[config.mk]
export PLATFORM = sky130hd
export DESIGN_NAME = servant_irq_stim
export DESIGN_NICKNAME = d
export VERILOG_FILES = /design/src/rtl/servant_irq_stim.sv
export SDC_FILE = /design/constraint.sdc
export NUM_CORES = 1
export LEC_CHECK = 0
export ABC_AREA = 1
export BUFFER_PORTS_ARGS = -buffer_cell sky130_fd_sc_hd__buf_2
export CAP_MARGIN = 20
export CORE_ASPECT_RATIO = 1.25
export CORE_MARGIN = 2
export CORE_UTILIZATION = 60
export DETAILED_ROUTE_END_ITERATION = 10
export PLACE_DENSITY = 0.76
export SYNTH_ARGS = -nofsm -noshare
export SYNTH_HDL_FRONTEND = slang
export SYNTH_SLANG_ARGS = --single-unit
[constraint.sdc]
create_clock -name wb_clk -period 3 [get_ports wb_clk]
set_input_delay 0.75 -clock wb_clk [delete_from_list [all_inputs] [get_ports wb_clk]]
set_output_delay 0.75 -clock wb_clk [all_outputs]
set_load 0.01 [all_outputs]
[src/rtl/servant_irq_stim.sv]
`default_nettype none
// ============================================================================
// Module      : servant_irq_stim
// Description : Multi-channel external-interrupt stimulus/checker for SERV
//               benches: programmable timers raise ext_irq, new_irq/mret
//               pulses are tracked for acknowledge, latency and protocol.
// Revision    : 1.0 - initial release
// ============================================================================
module servant_irq_stim #(
    parameter int                        CHANNELS   = 2,
    parameter int                        CW         = 32,
    parameter logic [CHANNELS*CW-1:0]    FIRST_TIME = {CHANNELS{32'd3000}},
    parameter logic [CHANNELS*CW-1:0]    PERIOD     = {CHANNELS{32'd5000}},
    parameter logic [CHANNELS-1:0]       PERIODIC   = {CHANNELS{1'b0}},
    parameter int                        TIMEOUT    = 1000
) (
    input  logic                wb_clk,
    input  logic                wb_rst_n,
    input  logic                i_en,
    input  logic                i_new_irq,
    input  logic                i_mret,
    output logic                o_ext_irq,
    output logic [CHANNELS-1:0] o_pending,
    output logic [2:0]          o_sel,
    output logic [15:0]         o_irq_count,
    output logic [CW-1:0]       o_max_lat,
    output logic                o_overrun,
    output logic                o_err
);

    localparam logic [CW-1:0] c_timeout = CW'(TIMEOUT);

    typedef enum logic [1:0] {
        ST_IDLE = 2'd0,
        ST_WAIT = 2'd1,
        ST_SERV = 2'd2
    } state_t;

    state_t                r_state;
    logic [CHANNELS-1:0]   r_pending;
    logic [2:0]            r_sel;
    logic [CW-1:0]         r_lat;
    logic [15:0]           r_irq_count;
    logic [CW-1:0]         r_max_lat;
    logic                  r_overrun;
    logic                  r_err;

    logic [CHANNELS-1:0]   w_fire;
    logic [CHANNELS-1:0]   w_clear;
    logic [2:0]            w_low_idx;
    logic                  w_proto_err;

    // A timer fires on the enabled edge that samples zero, then reloads or retires.
    for (genvar gi = 0; gi < CHANNELS; gi++) begin : g_ch
        logic [CW-1:0] r_cnt;
        logic          r_done;

        assign w_fire[gi] = i_en && !r_done && (r_cnt == '0);

        always_ff @(posedge wb_clk or negedge wb_rst_n) begin
            if (!wb_rst_n) begin
                r_cnt  <= FIRST_TIME[gi*CW +: CW];
                r_done <= 1'b0;
            end else if (i_en && !r_done) begin
                if (r_cnt == '0) begin
                    if (PERIODIC[gi])
                        r_cnt <= PERIOD[gi*CW +: CW];
                    else
                        r_done <= 1'b1;
                end else begin
                    r_cnt <= r_cnt - 1'b1;
                end
            end
        end
    end

    always_comb begin
        w_low_idx = 3'd0;
        for (int i = CHANNELS - 1; i >= 0; i--) begin
            if (r_pending[i])
                w_low_idx = 3'(i);
        end
    end

    always_comb begin
        w_clear = '0;
        for (int i = 0; i < CHANNELS; i++) begin
            if (r_state == ST_SERV && i_mret && r_sel == 3'(i))
                w_clear[i] = 1'b1;
        end
    end

    assign w_proto_err = (i_new_irq && r_state != ST_WAIT)
                      || (i_mret && r_state != ST_SERV)
                      || (r_state == ST_WAIT && r_lat == c_timeout);

    always_ff @(posedge wb_clk or negedge wb_rst_n) begin
        if (!wb_rst_n) begin
            r_state     <= ST_IDLE;
            r_pending   <= '0;
            r_sel       <= 3'd0;
            r_lat       <= '0;
            r_irq_count <= 16'd0;
            r_max_lat   <= '0;
            r_overrun   <= 1'b0;
            r_err       <= 1'b0;
        end else begin
            // A fire on the edge that retires the same channel is a fresh request.
            r_pending <= w_fire | (r_pending & ~w_clear);
            if ((w_fire & r_pending & ~w_clear) != '0)
                r_overrun <= 1'b1;
            if (w_proto_err)
                r_err <= 1'b1;

            case (r_state)
                ST_IDLE: begin
                    if (r_pending != '0) begin
                        r_state <= ST_WAIT;
                        r_sel   <= w_low_idx;
                        r_lat   <= '0;
                    end
                end
                ST_WAIT: begin
                    if (r_lat != '1)
                        r_lat <= r_lat + 1'b1;
                    if (i_new_irq) begin
                        r_state     <= ST_SERV;
                        r_irq_count <= r_irq_count + 16'd1;
                        if (r_lat > r_max_lat)
                            r_max_lat <= r_lat;
                    end
                end
                ST_SERV: begin
                    if (i_mret)
                        r_state <= ST_IDLE;
                end
                default: r_state <= ST_IDLE;
            endcase
        end
    end

    assign o_ext_irq   = |r_pending;
    assign o_pending   = r_pending;
    assign o_sel       = r_sel;
    assign o_irq_count = r_irq_count;
    assign o_max_lat   = r_max_lat;
    assign o_overrun   = r_overrun;
    assign o_err       = r_err;

endmodule
`default_nettype wire

; Word-level counts from Yosys, hierarchy flattened
; Cells that the tools add are included.
[totals]
register_bits = 155
out_inout_bits = 56
[op_classes]
addsub = 4
magnitude_cmp = 1
n_eq_ne = 11
muxes = 11
bitwise = 7
reduce_logical = 31
[ops]
columns = cell, count
row1 = $logic_not A32 Y1, 2
row2 = $mux W32, 2
row3 = $pmux W32 S2, 1
row4 = $sub A32 B1 Y32 const B, 2
row5 = $add A32 B1 Y32 const B, 1
row6 = $eq A32 B10 Y1 const B, 1
row7 = $gt A32 B32 Y1, 1
row8 = $ne A32 B32 Y1 const B, 1
row9 = $add A16 B1 Y16 const B, 1
row10 = $reduce_and A2 Y1, 6
row11 = $logic_and A1 B1 Y1, 10
row12 = $reduce_and A3 Y1, 3
row13 = $ne A2 B2 Y1 const B, 4
row14 = $and A2 B2 Y2, 3
row15 = $mux W2, 3
row16 = $pmux W2 S3, 1
row17 = $reduce_bool A2 Y1, 3
row18 = $ne A2 B1 Y1 const B, 2
row19 = $eq A3 B1 Y1 const B, 1
row20 = $logic_not A3 Y1, 1
row21 = $mux W1, 3
row22 = $mux W3, 1
row23 = $eq A2 B1 Y1 const B, 1
row24 = $eq A2 B2 Y1 const B, 1
row25 = 7 further kinds, 10

; Depth between registers and ports, before layout
[logic_depth]
depth_word = 7
ltp_mapped = 17
mapped_depth_nobuf = 16

; Worst setup path after synthesis
; No wires, ideal clock.
[synth_timing]
path_kind = reg-to-reg
from = reg r_max_lat[7] (netlist: o_max_lat[7])
to = reg r_max_lat[0] (netlist: o_max_lat[0])
t_arrival_ns = 1.799
required_ns = 2.934
setup_slack_ns = 1.135
path_stages_with_launch = 14
cell_sequence = dfrtp_1 -> inv_1 -> ha_1 -> a21o_1 -> nor2_1 -> nand2_1 -> nand2_1 -> nand2_1 -> nand2_1 -> nand2_1 -> nand2_1 -> clkbuf_1 -> nand2_1 -> nand2_1
[synth_via]
elab_chain_cells = 2
[synth_rtl]
columns = item, line
row1 = "start, declared", 44  ; logic [CW-1:0] r_max_lat;
row2 = "start signal, assigned", 130  ; r_max_lat <= r_lat;
row3 = $gt A32 B32 Y1, 129  ; if (r_lat > r_max_lat)
row4 = $reduce_and A3 Y1 (no line), --
; Every way passes these cells.
; A chain may end at the register's enable or synchronous reset.

; Final worst setup path
[layout_timing]
from = reg r_state[1]
to = reg r_irq_count[15] (netlist: o_irq_count[15])
[layout_via]
elab_chain_cells = 2
[layout_rtl]
columns = item, line
row1 = "start, declared", 39  ; state_t r_state;
row2 = "start signal, assigned", 99  ; r_state <= ST_IDLE;
row3 = "start signal, assigned", 118  ; r_state <= ST_WAIT;
row4 = "start signal, assigned", 127  ; r_state <= ST_SERV;
row5 = $eq A2 B1 Y1, 115  ; case (r_state)
row6 = $reduce_and A2 Y1 (no line), --
row7 = "end signal, assigned", 128  ; r_irq_count <= r_irq_count + 16'd1;
row8 = "end, declared", 43  ; logic [15:0] r_irq_count;
; Every way passes these cells.

==> impl_results.md <==
* Post-CTS Setup Repair Bufs at 0
* Primary FF master, synth: dfrtp_1
* Final setup violation count at 0
* DR iter-0 viols at roughly 540
* Maximum clock rate at about 440 MHz
* Max H-tree Level at 4
* Fillcell total at between 1000 and 1500
* Most frequent cells in the layout: nand2_1 (418), nor2_1 (170), dfrtp_1 (139)
* Setup crit end kind: flip-flop
* # DRC at 0
* Post-Syn Instances at about 1300
* First-pass GRT wire length at 36800 um
* Area of the multi-input gates at approximately 5000 sq um
* Tmin final at between 2000 and 2500 ps
* P_int at around 5.0 mW
* Vias in the first global route at between 7000 and 8000
* DRT Pass-1 Iters at 5
* Fin nets at approximately 1400
* Crit. Startpoint: r_state[1]$_DFFE_PN0P_
* Critical Path Fanout Max at 22
* CP Data Arrival Time at roughly 2600 ps
* LEAKAGE at approximately 5.3 nW
* Largest net degree at the start of global routing at 64
* P_sw at roughly 3.8 mW
* Antenna-violating nets left at 0
* Hold buffer count at cts at 0
* Post-route clock period utilization at 0.762
* Die width at around 120 um
* Num Clock Sinks at roughly 150
* FF-to-FF Start: r_state[1]$_DFFE_PN0P_
* Gate power share at 0.418
* Mapped Area at 9380 sq um
* Global Route Usage Sum at 0.282
* N_diodes at 0
* CP Class: flip-flop to flip-flop
* Syn_area_per_cell at around 7.4 sq um
* CTS Root Cell: clkbuf_16
* Ys async rst share at 1.00
* Max Cap Violations at 0
* Final Max Slew Viols at 0
* Status: completed
* Critical Path Source Type: flip-flop
* Final Hold Viols at 0
* Pwr/cell area at approximately 840 nW/um^2
* Clock network fraction of design power at 0.232
* CORE AREA at roughly 15000 sq um
* Row Count at between 50 and 60
* Worst VDD drop at 0.591 mV
* Sequential cell area at about 3800 sq um
* Final core utilization at 0.679
* Vias at approximately 8000
* RSZ-0062 raised after global routing: no
* Max Root-Sink Buffers at 2
* I/O pins at 61
* Yosys cell types at 42
* Syn-to-layout area delta at 11.7%
* Clock Latency Late Sink at about 420 ps
* Req. time, crit path at roughly 3300 ps
* CTS resizes at 0
* I/O Buffers at 58
* Die Y at between 100 and 150 um
* Skew final at 5.64 ps
* Clock transition at the registers of the reported paths at ~60 ps
* #FFs+latches synth at between 150 and 200
* Initial antenna violation count at 0
* Via-to-Cell Ratio at 5.28
* Fraction of layout cells with a size suffix above 1 at 0.119
* Sum Neg Setup Slack at 0 ps
* Wire length per cell at roughly 14 um
* Starting density of the core at 0.607
* Post-Route WL at roughly 22000 um
* Total gr overflow at 0
* Sw Ratio at 0.435
* CTS buffer count at 17
* Die area at roughly 17000 sq um
* Commonest non-fill, non-tap cell in the layout: nand2_1
* GPL Wtd Cong at roughly 0.96
* HPWL after DPL at 16500 um
* Post-synth EDFFs at 0
* Sequential-to-total area share from yosys stat at 0.410
* CTS tree: yes
* Synth warnings at 0
* Worst-Margin Slew at roughly 760 ps
* Worst Hold Class: input pin to async pin
* Flop pwr share at 0.350
* Slew HR at 0.495
power by group through the flow:
stage | clock [mW] | sequential, mW | combinational, mW
after floorplan | 0 | 3.00 | 2.85
after global placement | 0 | 3.08 | 3.62
after detailed placement | 0 | 3.09 | 3.66
after CTS | 2.07 | 3.07 | 3.68
after global routing | 2.16 | 3.14 | 4.19
final | 2.03 | 3.07 | 3.67
final timing paths:
check                      slack (ps)                      endpoint  cells past startpoint
min in group wb_clk               470   o_irq_count[15]$_DFFE_PN0P_                      1
setup reg to reg                  710   o_irq_count[15]$_DFFE_PN0P_                      9
hold / removal                    310      o_max_lat[2]$_DFFE_PN0P_                      1
max in group asynchronous        1970  g_ch[1].r_cnt[3]$_DFFE_PN1P_                      2
hold reg to reg                   470   o_irq_count[15]$_DFFE_PN0P_                      1
setup / recovery                  710   o_irq_count[15]$_DFFE_PN0P_                      9
routing by layer:
layer / track usage / up-vias / share of wire
li1: - / 4134 / -
met1: 0.335 / 3800 / 0.41
met2: 0.500 / 161 / 0.52
met3: 0.0468 / 56 / 0.033
met4: 0.126 / 0 / 0.034
met5: 0 / - / 0
cells by family (layout without fill, tap and decap cells):
family,Yosys count,count (layout),synth area share
adder cells (fa/ha/maj),39,39,0.0520
AO/OA/AOI/OAI,94,94,0.0587
flip-flops,153,153,0.410
buffers and inverters,133,204,0.0599
other,1,2,0.000400
AND/OR/NAND/NOR,759,759,0.342
XOR/XNOR,82,82,0.0766
cell type report:
type / count / area share
clock inverter: 8 / 0.00681
timing repair buffer: 75 / 0.0441
inverter: 99 / 0.0358
multi-input combinational: 976 / 0.475
sequential: 153 / 0.367
tap: 212 / 0.0253
clock buffer: 22 / 0.0462
Yosys cell counts, drive strengths merged, types with 12 or more instances:
library cell  instances  area (sq um)
xor2                 33           289
ha                   39           488
dfrtp               139          3480
dfstp                14           368
nand4                24           150
a21oi                17          88.8
o21ai                65           374
xnor2                49           429
nor2                173           667
clkbuf               12          45.0
inv                  98           370
buf                  22           141
nand2               423          1620
nand3                90           455
nor3                 29           188
stage by stage:
step | hold WS, ps | setup WS [ps] | cells | instance area [sq um] | power (mW)
after floorplan | 440 | 1130 | 1262 | 9380 | 5.84
after global placement | 456 | 743 | 1515 | 9920 | 6.70
after detailed placement | 456 | 736 | 1515 | 9920 | 6.75
after CTS | 335 | 736 | 1545 | 10500 | 8.81
after global routing | 362 | 567 | 1545 | 10500 | 9.49
final | 306 | 714 | 1545 | 10500 | 8.77
state kept, by name, indices dropped and copies added, names as in the netlist:
| signal | flops |
|---|---|
| o_err | 1 |
| r_state | 2 |
| g_ch.r_cnt | 64 |
| o_sel | 1 |
| r_lat | 32 |
| o_pending | 2 |
| o_overrun | 1 |
| o_irq_count | 16 |
| o_max_lat | 32 |
| g_ch.r_done | 2 |
worst max-delay path: stages (launching register included):
cell      delay (ps)
dfrtp_1          410
inv_1             80
nand2_2          230
clkinv_2         360
nand2_2          190
nor2_1           230
nand3_2          160
nor3_4           240
nand3_1          130
xnor2_1          140
Note: power is estimated with default switching activity, not from simulation.
